<file path="config.mk">
export PLATFORM = sky130hd
export DESIGN_NAME = sdram_request_scheduler_flat
export DESIGN_NICKNAME = d
export VERILOG_FILES = /design/src/rtl/sdram_pkg.sv /design/src/rtl/sdram_request_scheduler_if.sv /design/src/rtl/refresh_timer.sv /design/src/rtl/sdram_request_scheduler.sv /design/src/flat_wrapper.sv
export SDC_FILE = /design/constraint.sdc
export NUM_CORES = 1
export LEC_CHECK = 0
export CAP_MARGIN = 5
export CORE_MARGIN = 2
export CORE_UTILIZATION = 49
export CTS_BUF_LIST = sky130_fd_sc_hd__clkbuf_8
export DETAILED_ROUTE_END_ITERATION = 10
export GPL_ROUTABILITY_DRIVEN = 0
export PLACE_DENSITY = 0.84
export SYNTH_ARGS = -nofsm -noshare
export SYNTH_HDL_FRONTEND = slang
export SYNTH_SLANG_ARGS = --single-unit
export TNS_END_PERCENT = 1
</file>
<file path="constraint.sdc">
create_clock -name sdram_clk -period 3.7 [get_ports sdram_clk]
set_input_delay 0.925 -clock sdram_clk [delete_from_list [all_inputs] [get_ports sdram_clk]]
set_output_delay 0.925 -clock sdram_clk [all_outputs]
set_load 0.01 [all_outputs]
</file>
<file path="src/rtl/sdram_pkg.sv">
// Purpose : shared types and defaults for the SDRAM scheduler and command engine.
// Latency : n/a (types, constants and one pure helper function).
// Backpressure: n/a.
// Contents: cmd_op encoding, scheduler state encoding, default geometry/timing
//           constants, and the source-priority function used in IDLE.
package sdram_pkg;

    localparam int DEF_ADDR_WIDTH       = 22;   // 4M x16 word address
    localparam int DEF_REFRESH_INTERVAL = 375;  // 7.8 us at 48 MHz
    localparam int DEF_REFRESH_DEBT_MAX = 8;
    localparam int DEF_FORCE_LEVEL      = 4;
    localparam int DEBT_WIDTH           = 4;

    typedef enum logic [1:0] {
        CMD_NONE    = 2'd0,
        CMD_WRITE   = 2'd1,
        CMD_READ    = 2'd2,
        CMD_REFRESH = 2'd3
    } cmd_op_e;

    typedef enum logic [1:0] {
        ST_IDLE  = 2'd0,
        ST_ISSUE = 2'd1,
        ST_BUSY  = 2'd2
    } sched_state_e;

    // Source priority: forced refresh, urgent read, round-robin between
    // write and read, lone request, then opportunistic refresh.
    function automatic cmd_op_e pick_source(
        input logic    force_refresh,
        input logic    debt_owed,
        input logic    wr_req,
        input logic    rd_req,
        input logic    rd_urgent,
        input cmd_op_e last_grant
    );
        cmd_op_e sel;
        sel = CMD_NONE;
        if (force_refresh)
            sel = CMD_REFRESH;
        else if (rd_req && rd_urgent)
            sel = CMD_READ;
        else if (wr_req && rd_req)
            sel = (last_grant == CMD_READ) ? CMD_WRITE : CMD_READ;
        else if (wr_req)
            sel = CMD_WRITE;
        else if (rd_req)
            sel = CMD_READ;
        else if (debt_owed)
            sel = CMD_REFRESH;
        return sel;
    endfunction

endpackage

</file>
<file path="src/rtl/sdram_request_scheduler_if.sv">
// Purpose : requester, command-engine and status signals of the scheduler.
// Latency : n/a (wiring only).
// Backpressure: cmd_ready stalls the command; wr_req/rd_req held until ack.
// Modports: master = scheduler (drives acks, command, status);
//           slave  = environment (requesters plus command engine).
interface sdram_request_scheduler_if #(
    parameter int ADDR_WIDTH = sdram_pkg::DEF_ADDR_WIDTH
);
    logic                            wr_req;
    logic [ADDR_WIDTH-1:0]           wr_addr;
    logic                            wr_ack;
    logic                            rd_req;
    logic [ADDR_WIDTH-1:0]           rd_addr;
    logic                            rd_urgent;
    logic                            rd_ack;
    logic                            cmd_valid;
    sdram_pkg::cmd_op_e              cmd_op;
    logic [ADDR_WIDTH-1:0]           cmd_addr;
    logic                            cmd_ready;
    logic                            cmd_done;
    logic [sdram_pkg::DEBT_WIDTH-1:0] refresh_debt;
    logic                            overrun_err;

    modport master (
        input  wr_req, wr_addr, rd_req, rd_addr, rd_urgent, cmd_ready, cmd_done,
        output wr_ack, rd_ack, cmd_valid, cmd_op, cmd_addr, refresh_debt, overrun_err
    );

    modport slave (
        output wr_req, wr_addr, rd_req, rd_addr, rd_urgent, cmd_ready, cmd_done,
        input  wr_ack, rd_ack, cmd_valid, cmd_op, cmd_addr, refresh_debt, overrun_err
    );
endinterface

</file>
<file path="src/rtl/refresh_timer.sv">
// Purpose : refresh tick counter, owed-refresh debt counter and sticky overrun flag.
// Latency : debt/overrun update the cycle after a tick or refresh_taken.
// Backpressure: none; debt saturates at REFRESH_DEBT_MAX and flags overrun.
// Ports   : sdram_clk, resetn, refresh_taken (refresh command accepted this cycle),
//           debt (owed refreshes), overrun (sticky until reset).
module refresh_timer
    import sdram_pkg::*;
#(
    parameter int REFRESH_INTERVAL = DEF_REFRESH_INTERVAL,
    parameter int REFRESH_DEBT_MAX = DEF_REFRESH_DEBT_MAX
) (
    input  logic                  sdram_clk,
    input  logic                  resetn,
    input  logic                  refresh_taken,
    output logic [DEBT_WIDTH-1:0] debt,
    output logic                  overrun
);
    localparam int CNT_W = $clog2(REFRESH_INTERVAL);
    localparam logic [CNT_W-1:0]      CNT_LAST = CNT_W'(REFRESH_INTERVAL - 1);
    localparam logic [DEBT_WIDTH-1:0] DEBT_MAX = DEBT_WIDTH'(REFRESH_DEBT_MAX);

    logic [CNT_W-1:0] tick_cnt;
    logic             tick;

    assign tick = (tick_cnt == CNT_LAST);

    always_ff @(posedge sdram_clk or negedge resetn) begin
        if (!resetn) begin
            tick_cnt <= '0;
            debt     <= '0;
            overrun  <= 1'b0;
        end else begin
            tick_cnt <= tick ? '0 : tick_cnt + CNT_W'(1);
            // A tick coinciding with a refresh acceptance cancels out.
            if (tick && !refresh_taken) begin
                if (debt == DEBT_MAX)
                    overrun <= 1'b1;
                else
                    debt <= debt + DEBT_WIDTH'(1);
            end else if (!tick && refresh_taken && debt != '0) begin
                debt <= debt - DEBT_WIDTH'(1);
            end
        end
    end
endmodule

</file>
<file path="src/rtl/sdram_request_scheduler.sv">
// Purpose : arbitrates camera writes, HDMI reads and auto-refresh onto one SDRAM command engine.
// Latency : command presented 1 cycle after the IDLE decision; acks pulse the cycle after acceptance.
// Backpressure: command held stable while cmd_ready is low; one command outstanding until cmd_done.
// Ports   : sdram_clk, resetn (async active-low), bus (master modport: requester
//           handshakes, engine command/ready/done, refresh_debt, overrun_err).
module sdram_request_scheduler
    import sdram_pkg::*;
#(
    parameter int ADDR_WIDTH       = DEF_ADDR_WIDTH,
    parameter int REFRESH_INTERVAL = DEF_REFRESH_INTERVAL,
    parameter int REFRESH_DEBT_MAX = DEF_REFRESH_DEBT_MAX,
    parameter int FORCE_LEVEL      = DEF_FORCE_LEVEL
) (
    input logic                       sdram_clk,
    input logic                       resetn,
    sdram_request_scheduler_if.master bus
);
    sched_state_e          state;
    cmd_op_e               last_grant;
    cmd_op_e               sel_op;
    logic [ADDR_WIDTH-1:0] sel_addr;
    logic [DEBT_WIDTH-1:0] debt;
    logic                  overrun;
    logic                  refresh_taken;

    // Debt is decremented on the acceptance edge itself, not when the ack would pulse.
    assign refresh_taken = (state == ST_ISSUE) && bus.cmd_valid && bus.cmd_ready
                           && (bus.cmd_op == CMD_REFRESH);

    assign bus.refresh_debt = debt;
    assign bus.overrun_err  = overrun;

    refresh_timer #(
        .REFRESH_INTERVAL (REFRESH_INTERVAL),
        .REFRESH_DEBT_MAX (REFRESH_DEBT_MAX)
    ) u_refresh_timer (
        .sdram_clk     (sdram_clk),
        .resetn        (resetn),
        .refresh_taken (refresh_taken),
        .debt          (debt),
        .overrun       (overrun)
    );

    always_comb begin
        sel_op   = pick_source(debt >= DEBT_WIDTH'(FORCE_LEVEL), debt != '0,
                               bus.wr_req, bus.rd_req, bus.rd_urgent, last_grant);
        sel_addr = '0;
        if (sel_op == CMD_WRITE)
            sel_addr = bus.wr_addr;
        else if (sel_op == CMD_READ)
            sel_addr = bus.rd_addr;
    end

    always_ff @(posedge sdram_clk or negedge resetn) begin
        if (!resetn) begin
            state         <= ST_IDLE;
            last_grant    <= CMD_READ;
            bus.cmd_valid <= 1'b0;
            bus.cmd_op    <= CMD_NONE;
            bus.cmd_addr  <= '0;
            bus.wr_ack    <= 1'b0;
            bus.rd_ack    <= 1'b0;
        end else begin
            bus.wr_ack <= 1'b0;
            bus.rd_ack <= 1'b0;
            case (state)
                ST_IDLE: begin
                    if (sel_op != CMD_NONE) begin
                        bus.cmd_valid <= 1'b1;
                        bus.cmd_op    <= sel_op;
                        bus.cmd_addr  <= sel_addr;
                        state         <= ST_ISSUE;
                    end
                end
                ST_ISSUE: begin
                    // cmd_done here is meaningless and deliberately ignored.
                    if (bus.cmd_ready) begin
                        bus.cmd_valid <= 1'b0;
                        state         <= ST_BUSY;
                        if (bus.cmd_op == CMD_WRITE) begin
                            bus.wr_ack <= 1'b1;
                            last_grant <= CMD_WRITE;
                        end else if (bus.cmd_op == CMD_READ) begin
                            bus.rd_ack <= 1'b1;
                            last_grant <= CMD_READ;
                        end
                    end
                end
                ST_BUSY: begin
                    if (bus.cmd_done) begin
                        bus.cmd_op   <= CMD_NONE;
                        bus.cmd_addr <= '0;
                        state        <= ST_IDLE;
                    end
                end
                default: state <= ST_IDLE;
            endcase
        end
    end
endmodule
</file>
<file path="src/flat_wrapper.sv">
// flat-port wrapper written by rule: the top's interface ports become plain ports
module sdram_request_scheduler_flat import sdram_pkg::*;
#(
    parameter int ADDR_WIDTH       = DEF_ADDR_WIDTH,
    parameter int REFRESH_INTERVAL = DEF_REFRESH_INTERVAL,
    parameter int REFRESH_DEBT_MAX = DEF_REFRESH_DEBT_MAX,
    parameter int FORCE_LEVEL      = DEF_FORCE_LEVEL
)
  (sdram_clk, resetn, bus_wr_req, bus_wr_addr, bus_rd_req, bus_rd_addr, bus_rd_urgent, bus_cmd_ready, bus_cmd_done, bus_wr_ack, bus_rd_ack, bus_cmd_valid, bus_cmd_op, bus_cmd_addr, bus_refresh_debt, bus_overrun_err);
  sdram_request_scheduler_if #(.ADDR_WIDTH(ADDR_WIDTH)) bus_i ();
  input logic sdram_clk;
  input logic resetn;
  input wire logic [$bits(bus_i.wr_req)-1:0] bus_wr_req;
  input wire logic [$bits(bus_i.wr_addr)-1:0] bus_wr_addr;
  input wire logic [$bits(bus_i.rd_req)-1:0] bus_rd_req;
  input wire logic [$bits(bus_i.rd_addr)-1:0] bus_rd_addr;
  input wire logic [$bits(bus_i.rd_urgent)-1:0] bus_rd_urgent;
  input wire logic [$bits(bus_i.cmd_ready)-1:0] bus_cmd_ready;
  input wire logic [$bits(bus_i.cmd_done)-1:0] bus_cmd_done;
  output wire logic [$bits(bus_i.wr_ack)-1:0] bus_wr_ack;
  output wire logic [$bits(bus_i.rd_ack)-1:0] bus_rd_ack;
  output wire logic [$bits(bus_i.cmd_valid)-1:0] bus_cmd_valid;
  output wire logic [$bits(bus_i.cmd_op)-1:0] bus_cmd_op;
  output wire logic [$bits(bus_i.cmd_addr)-1:0] bus_cmd_addr;
  output wire logic [$bits(bus_i.refresh_debt)-1:0] bus_refresh_debt;
  output wire logic [$bits(bus_i.overrun_err)-1:0] bus_overrun_err;
  assign bus_i.wr_req = bus_wr_req;
  assign bus_i.wr_addr = bus_wr_addr;
  assign bus_i.rd_req = bus_rd_req;
  assign bus_i.rd_addr = bus_rd_addr;
  assign bus_i.rd_urgent = bus_rd_urgent;
  assign bus_i.cmd_ready = bus_cmd_ready;
  assign bus_i.cmd_done = bus_cmd_done;
  assign bus_wr_ack = bus_i.wr_ack;
  assign bus_rd_ack = bus_i.rd_ack;
  assign bus_cmd_valid = bus_i.cmd_valid;
  assign bus_cmd_op = bus_i.cmd_op;
  assign bus_cmd_addr = bus_i.cmd_addr;
  assign bus_refresh_debt = bus_i.refresh_debt;
  assign bus_overrun_err = bus_i.overrun_err;
  sdram_request_scheduler #(.ADDR_WIDTH(ADDR_WIDTH), .REFRESH_INTERVAL(REFRESH_INTERVAL), .REFRESH_DEBT_MAX(REFRESH_DEBT_MAX), .FORCE_LEVEL(FORCE_LEVEL)) u_core (.sdram_clk(sdram_clk), .resetn(resetn), .bus(bus_i));
endmodule
</file>
Word level (Yosys, flattened, before mapping)
Index checks and enable logic that the tools add are counted.
{"block": "word_totals", "latch_bits": 0, "mem_bits_ro": 0, "output_inout_bits": 32, "mem_count": 0, "inputBits": 51, "reg_bits": 45, "mem_bits_rw": 0, "wordCells": 85}
{"block": "classes", "div": 0, "n_addsub": 3, "mul": 0, "n_lt_le_gt_ge": 1, "n_shift": 0, "bitwise": 0, "n_reduce_logical": 23, "muxes": 34, "n_eq_ne": 14}
{"op": "$mux W22", "count": 4}
{"op": "$pmux W22 S2", "count": 1}
{"op": "$mux W2", "count": 13}
{"op": "$mux W4", "count": 3}
{"op": "$reduce_and A3 Y1", "count": 4}
{"op": "$eq A2 B2 Y1 const B", "count": 5}
{"op": "$reduce_bool A2 Y1", "count": 5}
{"op": "$add A9 B1 Y9 const B", "count": 1}
{"op": "$eq A9 B9 Y1 const B", "count": 1}
{"op": "$mux W1", "count": 9}
{"op": "$mux W9", "count": 1}
{"op": "$logic_and A1 B1 Y1", "count": 8}
{"op": "$eq A2 B1 Y1 const B", "count": 3}
{"op": "$ne A2 B2 Y1 const B", "count": 3}
{"op": "$pmux W2 S3", "count": 1}
{"op": "$add A4 B1 Y4 const B", "count": 1}
{"op": "$eq A4 B4 Y1 const B", "count": 1}
{"op": "$ge A4 B3 Y1 const B", "count": 1}
{"op": "$pmux W2 S2", "count": 1}
{"op": "$reduce_and A2 Y1", "count": 2}
{"op": "$reduce_bool A4 Y1", "count": 1}
{"op": "$sub A4 B1 Y4 const B", "count": 1}
{"op": "$logic_not A1 Y1", "count": 2}
{"op": "$logic_not A2 Y1", "count": 1}
{"op": "2 further kinds", "count": 2}

Logic depth before layout (Yosys ltp)
Gate-level depths: netlist of the first run.
{"block": "logic_depth", "word_depth": 12, "depth_mapped": 11, "ltp_nobuf": 11}

Hierarchy
A second synthesis of the first run with hierarchy kept.
{"block": "unflattened", "cells_unflattened": 225, "area_unflattened_um2": 2396.0}
{"module": "sdram_request_scheduler", "cells_each": 145, "instances": 1, "area_per_inst_um2": 1556.5, "seq_area_each_um2": 777.0}
{"module": "refresh_timer", "cells_each": 80, "instances": 1, "area_per_inst_um2": 839.6, "seq_area_each_um2": 350.3}

Least setup slack after synthesis of the first run
OpenSTA, ideal clock, no wires.
{"block": "synth_path", "path_kind": "input-to-reg", "start": "input port bus_cmd_ready", "end": "register u_core.u_refresh_timer.debt[3]", "setup_ps": 87, "t_arrival_ps": 2609, "path_buffers": 0, "cell_stages": 9, "t_required_ps": 3613, "slack_ps": 1005, "path_cell_list": "and3b_1 -> nand3_1 -> nand2_1 -> ha_1 -> a21oi_1 -> nand2_1 -> or3_1 -> or3_1 -> o211ai_1"}
{"block": "synth_via", "elab_chain_cells": 6, "elab_cells_between_ends": 10, "classes_between": "eq/ne: 1; mux: 1; reduce/logical: 8"}
{"item": "start: declaration", "line_no": "flat_wrapper.sv:18", "source": "input wire logic [$bits(bus_i.cmd_ready)-1:0] bus_cmd_ready;"}
{"item": "$logic_and A1 B1 Y1 *", "line_no": "sdram_request_scheduler.sv:27", "source": "assign refresh_taken = (state == ST_ISSUE) && bus.cmd_valid && bus.cmd_ready"}
{"item": "$logic_and A1 B1 Y1 *", "line_no": "sdram_request_scheduler.sv:28", "source": "&& (bus.cmd_op == CMD_REFRESH);"}
{"item": "$logic_not A1 Y1 or $logic_and A1 B1 Y1 (tied branches)", "line_no": "refresh_timer.sv:35, refresh_timer.sv:40"}
{"item": "$logic_and A1 B1 Y1 (on tied branches)", "line_no": "refresh_timer.sv:35, refresh_timer.sv:40"}
{"item": "$ne A2 B2 Y1 (no source line) or $reduce_bool A2 Y1 (tied branches)"}
{"item": "$reduce_and A2 Y1 (no source line)"}
{"item": "end signal: assignment", "line_no": "refresh_timer.sv:39", "source": "debt <= debt + DEBT_WIDTH'(1);"}
{"item": "end signal: assignment", "line_no": "refresh_timer.sv:41", "source": "debt <= debt - DEBT_WIDTH'(1);"}
{"item": "end: declaration", "line_no": "refresh_timer.sv:15", "source": "output logic [DEBT_WIDTH-1:0] debt,"}
Every way passes the cells marked *; elsewhere a longest branch is shown, timed or not.
A chain may end at the register's enable or synchronous reset.

Worst setup path after layout of the first run
Ends and elaborated chain as after synthesis.

==> impl_results.md, run 1 <==
- Critical path type: in2reg
- Row count: 24
- GRT Total Usage: 23.2%
- Tmin final: slightly above 3 ns
- Port bufs: 82
- Reg2reg path depth: 11
- Largest cells by area after synthesis: dfrtp_1, a22oi_1, o21ai_0
- FMAX: 326 MHz
- Total clock sinks: 45
- Share of layout cells above drive strength 1: 8.00%
- Fill count: around 330
- # resized after CTS: 0
- Simple-Gate Fraction of Synth Area: 15.8%
- Fraction of registers with async set/reset: between 90% and 100%
- Worst-path maximum fanout: 5
- Yosys warns: 0
- Die Ht: between 70 and 80 um
- Worst r2r dst: u_core.u_refresh_timer.debt[3]$_DFFE_PN0P_
- Status: finished clean
- Most frequent cells after synthesis: dfrtp_1, nand2_1, o21ai_0
- Max Cap Viol: 0
- Final TNS setup: 0 ns
- Final instance area: 3150 um2
- Count leader, synth: dfrtp_1
- Distinct cell type count after synthesis: 40
- Mux cell area share after synthesis: 1.54%
- Largest net degree at the start of global routing: 46
- Clock Pin Slew Worst Setup and Hold Paths: around 0.080 ns
- Max Transition Viols Final: 0
- Top cell type's share of synthesized area: between 50 and 60%
- Critical Path RT: 3.92 ns
- Period utilization: between 80 and 90%
- Register area share after synthesis: ~51%
- Ant. Diodes: 0
- Tightest Pin Transition: 0.982 ns
- HP Class: reg2reg
- Core Area: 4320 um2
- Setup slack, reg-to-reg: 0.85 ns
- Routed WL: 5350 um
- Aggregate global routing overflow: 0
- CTS Buffer Depth: 2
- Compound-Gate Fraction of Synth Area: 19.8%
- Drt drc: 0
- DR iter-0 viols: between 100 and 150
- Syn Nets: about 280
- Setup WS post-layout: 0.636 ns
- Reg2reg start: u_core.u_refresh_timer.tick_cnt[0]$_DFF_PN0_
- Synth Instances: 216
- Lkg Pwr: around 1.3 nW
- CTS Hold Buffers Added: 0
- Area of the mapped netlist: 2200 um2
- Via count: around 1900
- Placement Setup Slack: roughly 0.34 ns
- Crit path from: bus_cmd_ready
- Post-Synth XOR/XNOR Area: about 2.8%
- Post-Syn Area per Cell: roughly 10 um2
- Clock latency on the worst-skew pair: around 0.30 ns
- Setup bufs post-CTS: 0
- Yosys reg bits: 45
- Die Width: 70.9 um
- Nets: 358
- Yosys top cell by area: dfrtp_1
- Clock skew: 0.00479 ns
- Wire per inst: 15.2 um
- End of the critical path: u_core.u_refresh_timer.debt[3]$_DFFE_PN0P_
- Cell Pwr Density: 540 nW/um2
- CTS tree: yes
- Fin cells: about 350
- Arr. time, crit path: roughly 3.3 ns
- DR vias/cell: 5.46
- Initial Utilization: 50.8%
- Drt first pass iters: 4
- CTS buffer count: 5
- Top_reg_cell synth: dfrtp_1
- Adder-cell share of the synthesized area: 4.90%
- Post-synth EDFFs: 0
- Detail Route Antenna Nets: 0
- CP startpoint kind: primary input
- CTS HTree Levels: 2
- Vias in the first global route: 1923
- Max VDD drop: 0.268 mV
- Global-route wire length before repair: around 9200 um
- Slew headroom: about a third
- CP Capture Type: flip-flop
- Clock root cell: clkbuf_8
- Area added between synthesis and finish: 43.4%
- Post-DP HPWL: 4000 um
- Setup violators final: 0
- Antenna violations before repair: 0
- Placed cell areas: about 3000 um2
- Final hold viol count: 0
- Die area: 5030 um2
- I/O pin total: between 80 and 90
- Dpl cells: 344
- RSZ-0062 raised after global routing: false
- Largest family of logic cells by synthesized area: compound AO/OA/AOI/OAI gates
==> critical path, cell delays in order <==
cell and delay [ns]:
clkdlybuf4s50_1 0.52, and3b_1 0.22, nand3_1 0.18, nand2_1 0.20, ha_1 0.29, a21oi_1 0.16, nand2_1 0.07, or3_1 0.32
or3_1 0.31, o211ai_1 0.09
==> final cells by class <==
type                            count  area, um2  share of cell area [%]
Inverter                            5       18.8                   0.596
Sequential cell                    45       1130                    35.8
Clock buffer                        7       96.3                    3.06
Tap cell                           52       65.1                    2.07
Clock inverter                      1       5.00                   0.159
Multi-Input combinational cell    157        998                    31.7
Timing Repair Buffer               85        838                    26.6
==> metal layers <==
layer | routed length [um] | global-route usage, % | vias to the layer above
met5 | 0 | 0 | -
met4 | 103 | 10.5 | 0
met3 | 237 | 4.27 | 10
met2 | 2790 | 39.7 | 49
met1 | 2220 | 28.7 | 927
li1 | - | - | 935
==> flip-flops by register name, summed over array words and instances, names as in the netlist <==
| register | cells |
|---|---|
| u_core.u_refresh_timer.debt | 4 |
| u_core.u_refresh_timer.overrun | 1 |
| u_core.state | 2 |
| u_core.bus.cmd_addr | 22 |
| u_core.last_grant | 2 |
| u_core.bus.cmd_op | 2 |
| u_core.bus.cmd_valid | 1 |
| u_core.bus.rd_ack | 1 |
| u_core.bus.wr_ack | 1 |
| u_core.u_refresh_timer.tick_cnt | 9 |
==> per-stage QoR <==
| step | util (%) | total power, mW | hold WS (ns) |
|---|---|---|---|
| 2_1_floorplan | - | 1.03 | 0.445 |
| 3_3_place_gp | 70.5 | 1.36 | 0.460 |
| 3_5_place_dp | 70.5 | 1.38 | 0.471 |
| 4_1_cts | 72.8 | 1.72 | 0.490 |
| 5_1_grt | 72.8 | 1.82 | 0.515 |
| 6_report | 72.8 | 1.70 | 0.485 |
==> placed cells by master, fill, tap and decap left out <==
cell type        count
xor2_1               4
ha_1                 7
mux2_2               3
and2_1               2
fa_1                 1
and3_1               2
nand3_1              7
buf_2                1
o31ai_1              2
clkbuf_8             7
buf_4                3
nor3_1               2
a21boi_1             1
dfstp_2              1
clkinv_2             1
or3_4                1
o21ai_4              1
nor2_1              16
nand2b_1             3
a22o_2               2
nand3b_1             1
o211ai_1             2
and3b_1              1
or3_1                2
clkdlybuf4s50_1     81
a211oi_1             1
o21bai_1             1
a22oi_1             22
nor4_4               1
inv_1                5
o21ai_1              1
xnor2_1              3
dfrtp_1             44
o21ai_0             28
o311ai_2             1
nor4_1               1
a31oi_2              1
nand2_1             32
or4_4                1
a21oi_1              4
==> power breakdown <==
part           internal (mW)  total, mW  switching, mW
registers              0.621      0.711         0.0900
clock network          0.169      0.336          0.167
logic                  0.342      0.655          0.312
==> worst min-delay path by stage <==
stage                                                 start                                            to  slack [ns]  depth (start not counted)
5_1_grt        u_core.u_refresh_timer.tick_cnt[8]$_DFF_PN0_  u_core.u_refresh_timer.tick_cnt[8]$_DFF_PN0_        0.51                          1
4_1_cts                 u_core.bus.cmd_addr[21]$_DFFE_PN0P_           u_core.bus.cmd_addr[21]$_DFFE_PN0P_        0.49                          2
6_report                 u_core.bus.cmd_addr[8]$_DFFE_PN0P_            u_core.bus.cmd_addr[8]$_DFFE_PN0P_        0.48                          2
2_1_floorplan  u_core.u_refresh_timer.tick_cnt[8]$_DFF_PN0_  u_core.u_refresh_timer.tick_cnt[8]$_DFF_PN0_        0.44                          1
3_5_place_dp            u_core.bus.cmd_addr[21]$_DFFE_PN0P_           u_core.bus.cmd_addr[21]$_DFFE_PN0P_        0.47                          2
3_3_place_gp            u_core.bus.cmd_addr[17]$_DFFE_PN0P_           u_core.bus.cmd_addr[17]$_DFFE_PN0P_        0.46                          2
==> logic make-up after synthesis <==
family,after synthesis
mux,3
xor+xnor,7
simple gates,72
compound gates,67
fa+ha+maj,8
flops,45
buf+inv,14
Note: power is estimated with default switching activity, not from simulation.
==> inputs of run 2 (changes only) <==
CORE_UTILIZATION = 41   (was 49)
PLACE_DENSITY = 0.74   (was 0.84)
clock period = 2.5 ns   (was 3.7 ns; I/O delays follow)
==> impl_results.md, run 2 (synthesis gave the netlist of run 1 again) <==
- Detail Route Antenna Nets: 0
- Setup violators final: 0
- Die Width: 77.2 um
- CTS tree: yes
- Reg2reg path depth: 9
- CP Capture Type: flip-flop
- Aggregate global routing overflow: 0
- Share of layout cells above drive strength 1: 15.3%
- HP Class: in2async
- Global-route wire length before repair: 9370 um
- Core Area: roughly 5100 um2
- Max reg flops: 22
- Cell Pwr Density: about 740 nW/um2
- Total clock sinks: 45
- Commonest non-fill, non-tap cells in the layout: clkdlybuf4s50_1, dfrtp_1, nand2_1, o21ai_0, a22oi_1
- Arr. time, crit path: roughly 2.5 ns
- FMAX: 422 MHz
- Setup slack, reg-to-reg: ~0.13 ns
- CP startpoint kind: flip-flop
- RSZ-0062 raised after global routing: false
- Crit path from: u_core.u_refresh_timer.tick_cnt[4]$_DFF_PN0_
- DR vias/cell: 5.11
- Slew headroom: 66.7%
- I/O pin total: between 80 and 90
- CTS Buffer Depth: 2
- Row count: 26
- Critical path type: reg2reg
- Regs by FF count: u_core.bus.cmd_addr: 22 flops, u_core.u_refresh_timer.tick_cnt: 9 flops, u_core.u_refresh_timer.debt: 4 flops
- Post-DP HPWL: between 4000 and 5000 um
- Combinational share of power: 41.4%
- Nets: approximately 380
- Sequential share of power: a little over two fifths
- Tightest Pin Transition: 0.495 ns
- Port bufs: 82
- Clock root cell: clkbuf_8
- End of the critical path: u_core.u_refresh_timer.debt[2]$_DFFE_PN0P_
- Clock Pin Slew Worst Setup and Hold Paths: 0.08 ns
- Commonest non-fill, non-tap cell in the layout: clkdlybuf4s50_1
- Lkg Pwr: between 1 and 1.5 nW
- Ant. Diodes: 0
- Max Cap Viol: 0
- Max Transition Viols Final: 0
- Worst-path maximum fanout: 5
- Switch share: roughly a third
- Clock latency on the worst-skew pair: 0.29 ns
- Die Ht: 77.2 um
- Max VDD drop: approximately 0.42 mV
- CTS buffer count: 5
- Drt first pass iters: 4
- CTS Hold Buffers Added: 0
- Tmin final: 2.37 ns
- Area added between synthesis and finish: 53.8%
- Min Hold Slack: just over 0.2 ns
- Design Power: 2.49 mW
- Via count: 1993
- Worst r2r dst: u_core.u_refresh_timer.debt[2]$_DFFE_PN0P_
- Antenna violations before repair: 0
- Clk network pwr share: 16.6%
- Switch Pwr: 0.829 mW
- Vias in the first global route: 1952
- Clock skew: 0.0102 ns
- Die area: just under 6000 um2
- GRT Total Usage: 19.7%
- Multi-input gate area: 1050 um2
- Wire per inst: 14.5 um
- Status: finished clean
- Largest net degree at the start of global routing: 25
- FF+latch area: 1130 um2
- Routed WL: 5660 um
- Reg2reg start: u_core.u_refresh_timer.tick_cnt[4]$_DFF_PN0_
- Drt drc: 0
- Largest Register: u_core.bus.cmd_addr
- Fill count: approximately 440
- Period utilization: 94.8%
- Final hold viol count: 0
- CTS HTree Levels: 2
- Internal Power: around 1.7 mW
- Critical Path RT: 2.67 ns
- Initial Utilization: 42.7%
- DR iter-0 viols: 119
==> run 2: cell count changes in the layout (fill, tap and decap cells not counted), moves of 2 or more <==
cell and change:
buf_4 +18, inv_1 +2, or3_4 +2, buf_12 +2
clkbuf_8 -2, or3_1 -2
==> run 2: worst max-delay path, cell delays in order (launching register included) <==
cell     delay [ns]
dfrtp_1        0.41
nand2_1        0.13
nor4_4         0.37
nand2_2        0.14
buf_4          0.16
buf_4          0.12
buf_4          0.13
fa_1           0.37
xor2_1         0.17
mux2_2         0.25
==> run 2: power groups by stage <==
stage / Combinational, mW / Clock [mW] / Sequential, mW
2_1_floorplan: 0.403 / 0 / 1.12
3_3_place_gp: 1.02 / 0 / 1.05
3_5_place_dp: 1.04 / 0 / 1.06
4_1_cts: 1.05 / 0.431 / 1.05
5_1_grt: 1.13 / 0.462 / 1.08
6_report: 1.03 / 0.413 / 1.05
==> run 2: stage by stage <==
step	setup TNS, ns	instances	setup WS, ns	instance area, um2	utilization [%]
2_1_floorplan	0	216	0.0586	2200	-
3_3_place_gp	-0.334	377	-0.300	3210	62.5
3_5_place_dp	-0.451	377	-0.373	3210	62.5
4_1_cts	0	386	0.0281	3330	64.8
5_1_grt	0	390	0.0244	3380	65.7
6_report	0	390	0.130	3380	65.7
==> run 2: how the worst min path moves through the flow <==
stage,start,cells after the start,slack (ns),endpoint
2_1_floorplan,resetn,0,0.33,u_core.bus.cmd_addr[0]$_DFFE_PN0P_
5_1_grt,resetn,1,0.21,u_core.u_refresh_timer.tick_cnt[4]$_DFF_PN0_
6_report,resetn,1,0.20,u_core.u_refresh_timer.tick_cnt[4]$_DFF_PN0_
3_3_place_gp,u_core.bus.cmd_addr[12]$_DFFE_PN0P_,2,0.46,u_core.bus.cmd_addr[12]$_DFFE_PN0P_
4_1_cts,resetn,1,0.21,u_core.u_refresh_timer.tick_cnt[4]$_DFF_PN0_
3_5_place_dp,u_core.bus.cmd_addr[21]$_DFFE_PN0P_,2,0.47,u_core.bus.cmd_addr[21]$_DFFE_PN0P_
==> run 2: area by class of cell <==
cell class                 instances  share of cell area (%)
clock buffer                       5                    2.04
clock inverter                     3                   0.370
inverter                           5                   0.556
multi-input combinational        157                    31.0
sequential                        45                    33.4
tap                               70                    2.59
timing repair buffer             105                    30.1
==> run 2: what timing repair did <==
action	in CTS	in global routing
setup endpoints to repair	1	1
pin swaps	1	2
endpoints found under the hold margin	0	0
buffers inserted	1	4
gates resized for setup	4	4
==> run 2: per-layer routing <==
metal	up-vias	track usage (%)	share of wire, %
li1	976	-	-
met1	961	25.5	44
met2	50	33.8	51
met3	6	3.18	3.6
met4	0	5.71	1.5
met5	-	0	0
==> edit 1: new RTL, settings of run 2 <==
Encoding of `sched_state_e`: now one-hot (3 bits for 3 states).
--- a/src/rtl/sdram_pkg.sv
+++ b/src/rtl/sdram_pkg.sv
@@ -18,10 +18,10 @@
         CMD_REFRESH = 2'd3
     } cmd_op_e;
 
-    typedef enum logic [1:0] {
-        ST_IDLE  = 2'd0,
-        ST_ISSUE = 2'd1,
-        ST_BUSY  = 2'd2
+    typedef enum logic [2:0] {
+        ST_IDLE  = 3'b001,
+        ST_ISSUE = 3'b010,
+        ST_BUSY  = 3'b100
     } sched_state_e;
 
     // Source priority: forced refresh, urgent read, round-robin between
Check against the original RTL: same outputs for any inputs over 10 cycles, from zero or initial values and one cycle with resetn low; not proved beyond that.
==> edit 1 against run 2 <==
- synthesized area up 15%
- routed wire length is 1.3% higher
- highest routed layer is now met3
- power is 25% higher
- final area increased by 9.0%
- sequential power increased by 9.5%
- critical path type is now in -> reg
- maximum frequency is 0.28% higher
- critical endpoint is now u_core.u_refresh_timer.debt[3]$_DFFE_PN0P_
- sequential share of layout area fell by 2.0 points
- sequential cell count up 1
- non-clock buffer count decreased by 2
- largest cell class is now multi-input combinational cells
- cell count is 3.1% lower
- worst setup slack better by 6.7 ps
- hold slack gained 180 ps
==> edit 1: results <==
metrics = {
    "placed_design": {
        "hpwl_mm": 4.32,
        "pre_cts_ws_ps": -188,
    },
    "global_route": {
        "met3_usage_pct": 5.00,
        "grt_use_met1_pct": 23.1,
        "use_met2_pct": 31.0,
        "grt_pass1_wl_mm": 9.36,
        "grt_use_total_pct": 18.1,
        "grt_max_degree": 34,
    },
    "timing": {
        "clock_skew_ps": 11.8,
        "relSlewSlack_pct": 51.2,
        "setup_slack_ps": 137,
        "hold-worst-slack_ps": 380,
    },
    "route": {
        "drt_iter0_markers": 90,
        "wl_per_cell_microns": 15.2,
        "first_pass_iters": 4,
    },
    "final_layout": {
        "nFlopsAndLatches": 46,
        "multi_input_area_share_pct": 35.5,
        "final_nets": 361,
        "final-nonclk-buf-share_pct": 27.1,
        "seq_area_share_pct": 31.3,
        "buffers": 103,
        "n_fill_cell": 501,
        "multi_input_gates": 142,
        "n_all_inverters": 4,
    },
    "worst_setup_path": {
        "crit_start": "bus_cmd_ready",
        "r2r_cells": 11,
        "r2r_slack_ps": 220,
        "r2r_start": "u_core.u_refresh_timer.tick_cnt[0]$_DFF_PN0_",
        "r2r_end": "u_core.u_refresh_timer.debt[3]$_DFFE_PN0P_",
        "critPathArrivalTime_ps": 2580,
    },
    "run_status": {
        "status": "finished clean",
    },
    "yosys": {
        "synth_commonest_cells": "dfrtp_1 (44), a22o_1 (24), mux2_4 (21)",
        "seq_area_frac_synth_pct": 45.9,
        "ys_types": 45,
        "syn_nets": 259,
        "ys_top_cells_by_area": "dfrtp_1 (44%), mux2_4 (13%), a22o_1 (8.4%)",
    },
    "power": {
        "leakagePower_nw": 1.65,
    },
}
-- edit 1: cell count changes after synthesis, sizes merged, moves of 3 or more --
cell	delta
a22oi	-22
buf	+6
or3	-3
nand2	-27
o21ai	-27
clkbuf	-5
a22o	+22
or3b	+3
nand3	-3
mux2	+23
-- edit 1: per-layer routing --
metal | vias to the layer above | routed length, microns | part of all wire (%)
li1 | 950 | - | -
met1 | 972 | 2510 | 44
met2 | 53 | 2900 | 51
met3 | 0 | 324 | 5.7
met4 | 0 | 0 | 0
met5 | - | 0 | 0
-- edit 1: power breakdown --
group / switching, W / internal (W) / leakage (nW)
Clock: 0.000257 / 0.000297 / 0.0504
Sequential: 0.000164 / 0.000982 / 0.579
Combinational: 0.000528 / 0.000901 / 1.02
-- edit 1: worst max-delay path: stages --
cell             delay, ps
clkdlybuf4s50_1        490
and4bb_1               220
nand3_1                100
nand2_1                170
ha_4                   230
a21oi_1                120
nand2_1                 80
or4b_1                 460
o211ai_1                90
-- edit 1: what timing repair did --
action / in CTS / in global routing
buffers inserted: 0 / 0
endpoints found under the setup margin: 0 / 1
hold endpoints to repair: 0 / 0
hold buffers: 0 / 0
gates resized for setup: 0 / 2
-- edit 1: stage by stage --
step	power (W)	utilization [%]	cell area [sq um]	std cells	TNS, ps
floorplan	0.00197	-	2510	200	0
detailed placement	0.00261	59.9	3550	370	-261
global route	0.00333	62.2	3680	378	0
finish	0.00313	62.2	3680	378	0
CTS	0.00317	61.9	3660	378	0
global placement	0.00257	59.9	3550	370	-164
-- edit 1: cells by family after synthesis --
family          count (synthesis)  synth area share (%)
xor+xnor                        7                  2.44
fa+ha+maj                       8                  4.28
compound gates                 43                  14.6
simple gates                   56                  14.3
flops                          46                  45.9
mux                            28                  15.6
buf+inv                        12                  2.93
==> edit 2: new RTL, flow settings as in run 2 <==
Made on the original files. Change the package constant `DEF_ADDR_WIDTH` from 22 to 24.
--- a/src/rtl/sdram_pkg.sv
+++ b/src/rtl/sdram_pkg.sv
@@ -5,7 +5,7 @@
 //           constants, and the source-priority function used in IDLE.
 package sdram_pkg;
 
-    localparam int DEF_ADDR_WIDTH       = 22;   // 4M x16 word address
+    localparam int DEF_ADDR_WIDTH       = 24;   // 4M x16 word address
     localparam int DEF_REFRESH_INTERVAL = 375;  // 7.8 us at 48 MHz
     localparam int DEF_REFRESH_DEBT_MAX = 8;
     localparam int DEF_FORCE_LEVEL      = 4;
Ports: changed (resized bus_cmd_addr, bus_rd_addr and bus_wr_addr); port bits go from 83 to 89. The function was not compared with the original's and may differ.
==> edit 2 against run 2 <==
- power up 20%
- cell count up 3.1%
- count of clock-buffer cells in the layout unchanged
- clock skew down 6.2 ps
- worst setup slack worse by 24 ps
- synthesized area up 7.4%
- final area up 3.1%
- routed wire length down 2.8%
- die area up 7.0%
- sequential share of layout area up 0.43 points
- sequential cell count up 2
- first-iteration DRC count down 42%
- via count up 4.3%
- largest cell class unchanged
==> edit 2: results <==
metrics = {
    "global_route": {
        "antenna_found_initial": 0,
        "grt_max_degree": 48,
        "grt_use_met1_pct": 22.8,
        "grt_use_total_pct": 18.5,
        "use_met2_pct": 32.0,
        "met3_usage_pct": 4.41,
        "grt_pass1_vias": 2087,
    },
    "worst_setup_path": {
        "cp_slowest_cell": "clkdlybuf4s50_1",
        "cpPeakStageDelay_ps": 410,
        "cp_top_family": "buffers and inverters",
        "cp_max_fo": 4,
        "critPathArrivalTime_ps": 2550,
    },
    "power": {
        "seqPwrFrac_pct": 38.3,
        "power.total_w": 0.00299,
        "peakVddDrop_uv": 376,
        "leakagePower_nw": 1.47,
    },
    "route": {
        "wl_met2_mm": 2.75,
        "via_per_inst": 5.17,
        "wl_met1_mm": 2.42,
        "wl_per_cell_microns": 13.7,
        "drt_iter0_markers": 69,
        "route.met3.wl_microns": 279,
    },
    "final_layout": {
        "reg_top3": "u_core.bus.cmd_addr (24), u_core.u_refresh_timer.tick_cnt (9), u_core.u_refresh_timer.debt (4)",
        "clkCellAreaFrac_pct": 2.51,
        "multi_input_gates": 169,
        "multi_input_area_share_pct": 31.3,
        "n_all_inverters": 6,
        "drive_gt1_share_pct": 9.70,
        "buffers": 100,
        "final-nonclk-buf-share_pct": 29.2,
        "regArea_sq_mm": 0.00118,
        "n_fill_cell": 493,
        "nFlopsAndLatches": 47,
        "final_cells": 402,
    },
    "yosys": {
        "syn_inst": 234,
        "syn_avg_cell_area_sq_um": 10.1,
        "syn_nets": 297,
        "seq_area_frac_synth_pct": 49.9,
        "ys_types": 46,
        "synth_commonest_cells": "dfrtp_1 (46), nand2_1 (33), a22oi_1 (24)",
        "ys_top_cells_by_area": "dfrtp_1 (49%), a22oi_1 (7.6%), nand2_1 (5.3%)",
    },
    "timing": {
        "relSlewSlack_pct": 60.6,
        "clock_skew_ps": 4.02,
    },
    "placed_design": {
        "post_dp_cell_area_sq_mm": 0.00338,
        "hpwl_mm": 4.02,
        "port_buffers": 88,
        "pre_cts_ws_ps": -216,
        "dp_cells": 394,
    },
    "run_status": {
        "status": "finished clean",
    },
    "cts": {
        "clk_transition_reported_paths_ps": 90,
        "cts_inserted_buffers": 5,
    },
}
edit 2: logic make-up (layout without fill, tap and decap cells):
| family | Yosys count | count (layout) | share of synthesized area (%) |
|---|---|---|---|
| adders and majority gates | 8 | 8 | 4.56 |
| buffers and inverters | 18 | 114 | 4.62 |
| DFF | 47 | 47 | 49.9 |
| and+or+nand+nor | 75 | 75 | 15.6 |
| xor gates and xnor gates | 9 | 9 | 3.34 |
| muxes | 3 | 3 | 1.33 |
| AOI/OAI and AO/OA | 74 | 74 | 20.6 |
edit 2: metrics by stage:
stage | utilization (%) | setup TNS, ps
2_1_floorplan | - | 0
3_3_place_gp | 61.0 | -219
3_5_place_dp | 61.0 | -380
4_1_cts | 62.5 | 0
5_1_grt | 62.9 | -34.3
6_report | 62.9 | 0
edit 2: what timing repair did:
item / CTS / global route
hold buffers: 0 / 0
gates resized for setup: 0 / 3
endpoints found under the setup margin: 0 / 2
setup buffers: 0 / 0
edit 2: path summary, 6_finish.rpt:
check	start	end	slack, ps	cells past startpoint
min in group sdram_clk	u_core.u_refresh_timer.tick_cnt[0]$_DFF_PN0_	u_core.u_refresh_timer.tick_cnt[0]$_DFF_PN0_	470	1
max	bus_cmd_ready	u_core.u_refresh_timer.debt[3]$_DFFE_PN0P_	110	10
min	resetn	u_core.state[0]$_DFFE_PN0P_	410	2
max in group asynchronous	resetn	u_core.u_refresh_timer.tick_cnt[4]$_DFF_PN0_	1690	2
max reg2reg	u_core.u_refresh_timer.tick_cnt[0]$_DFF_PN0_	u_core.u_refresh_timer.debt[3]$_DFFE_PN0P_	150	11
min reg2reg	u_core.u_refresh_timer.tick_cnt[0]$_DFF_PN0_	u_core.u_refresh_timer.tick_cnt[0]$_DFF_PN0_	470	1
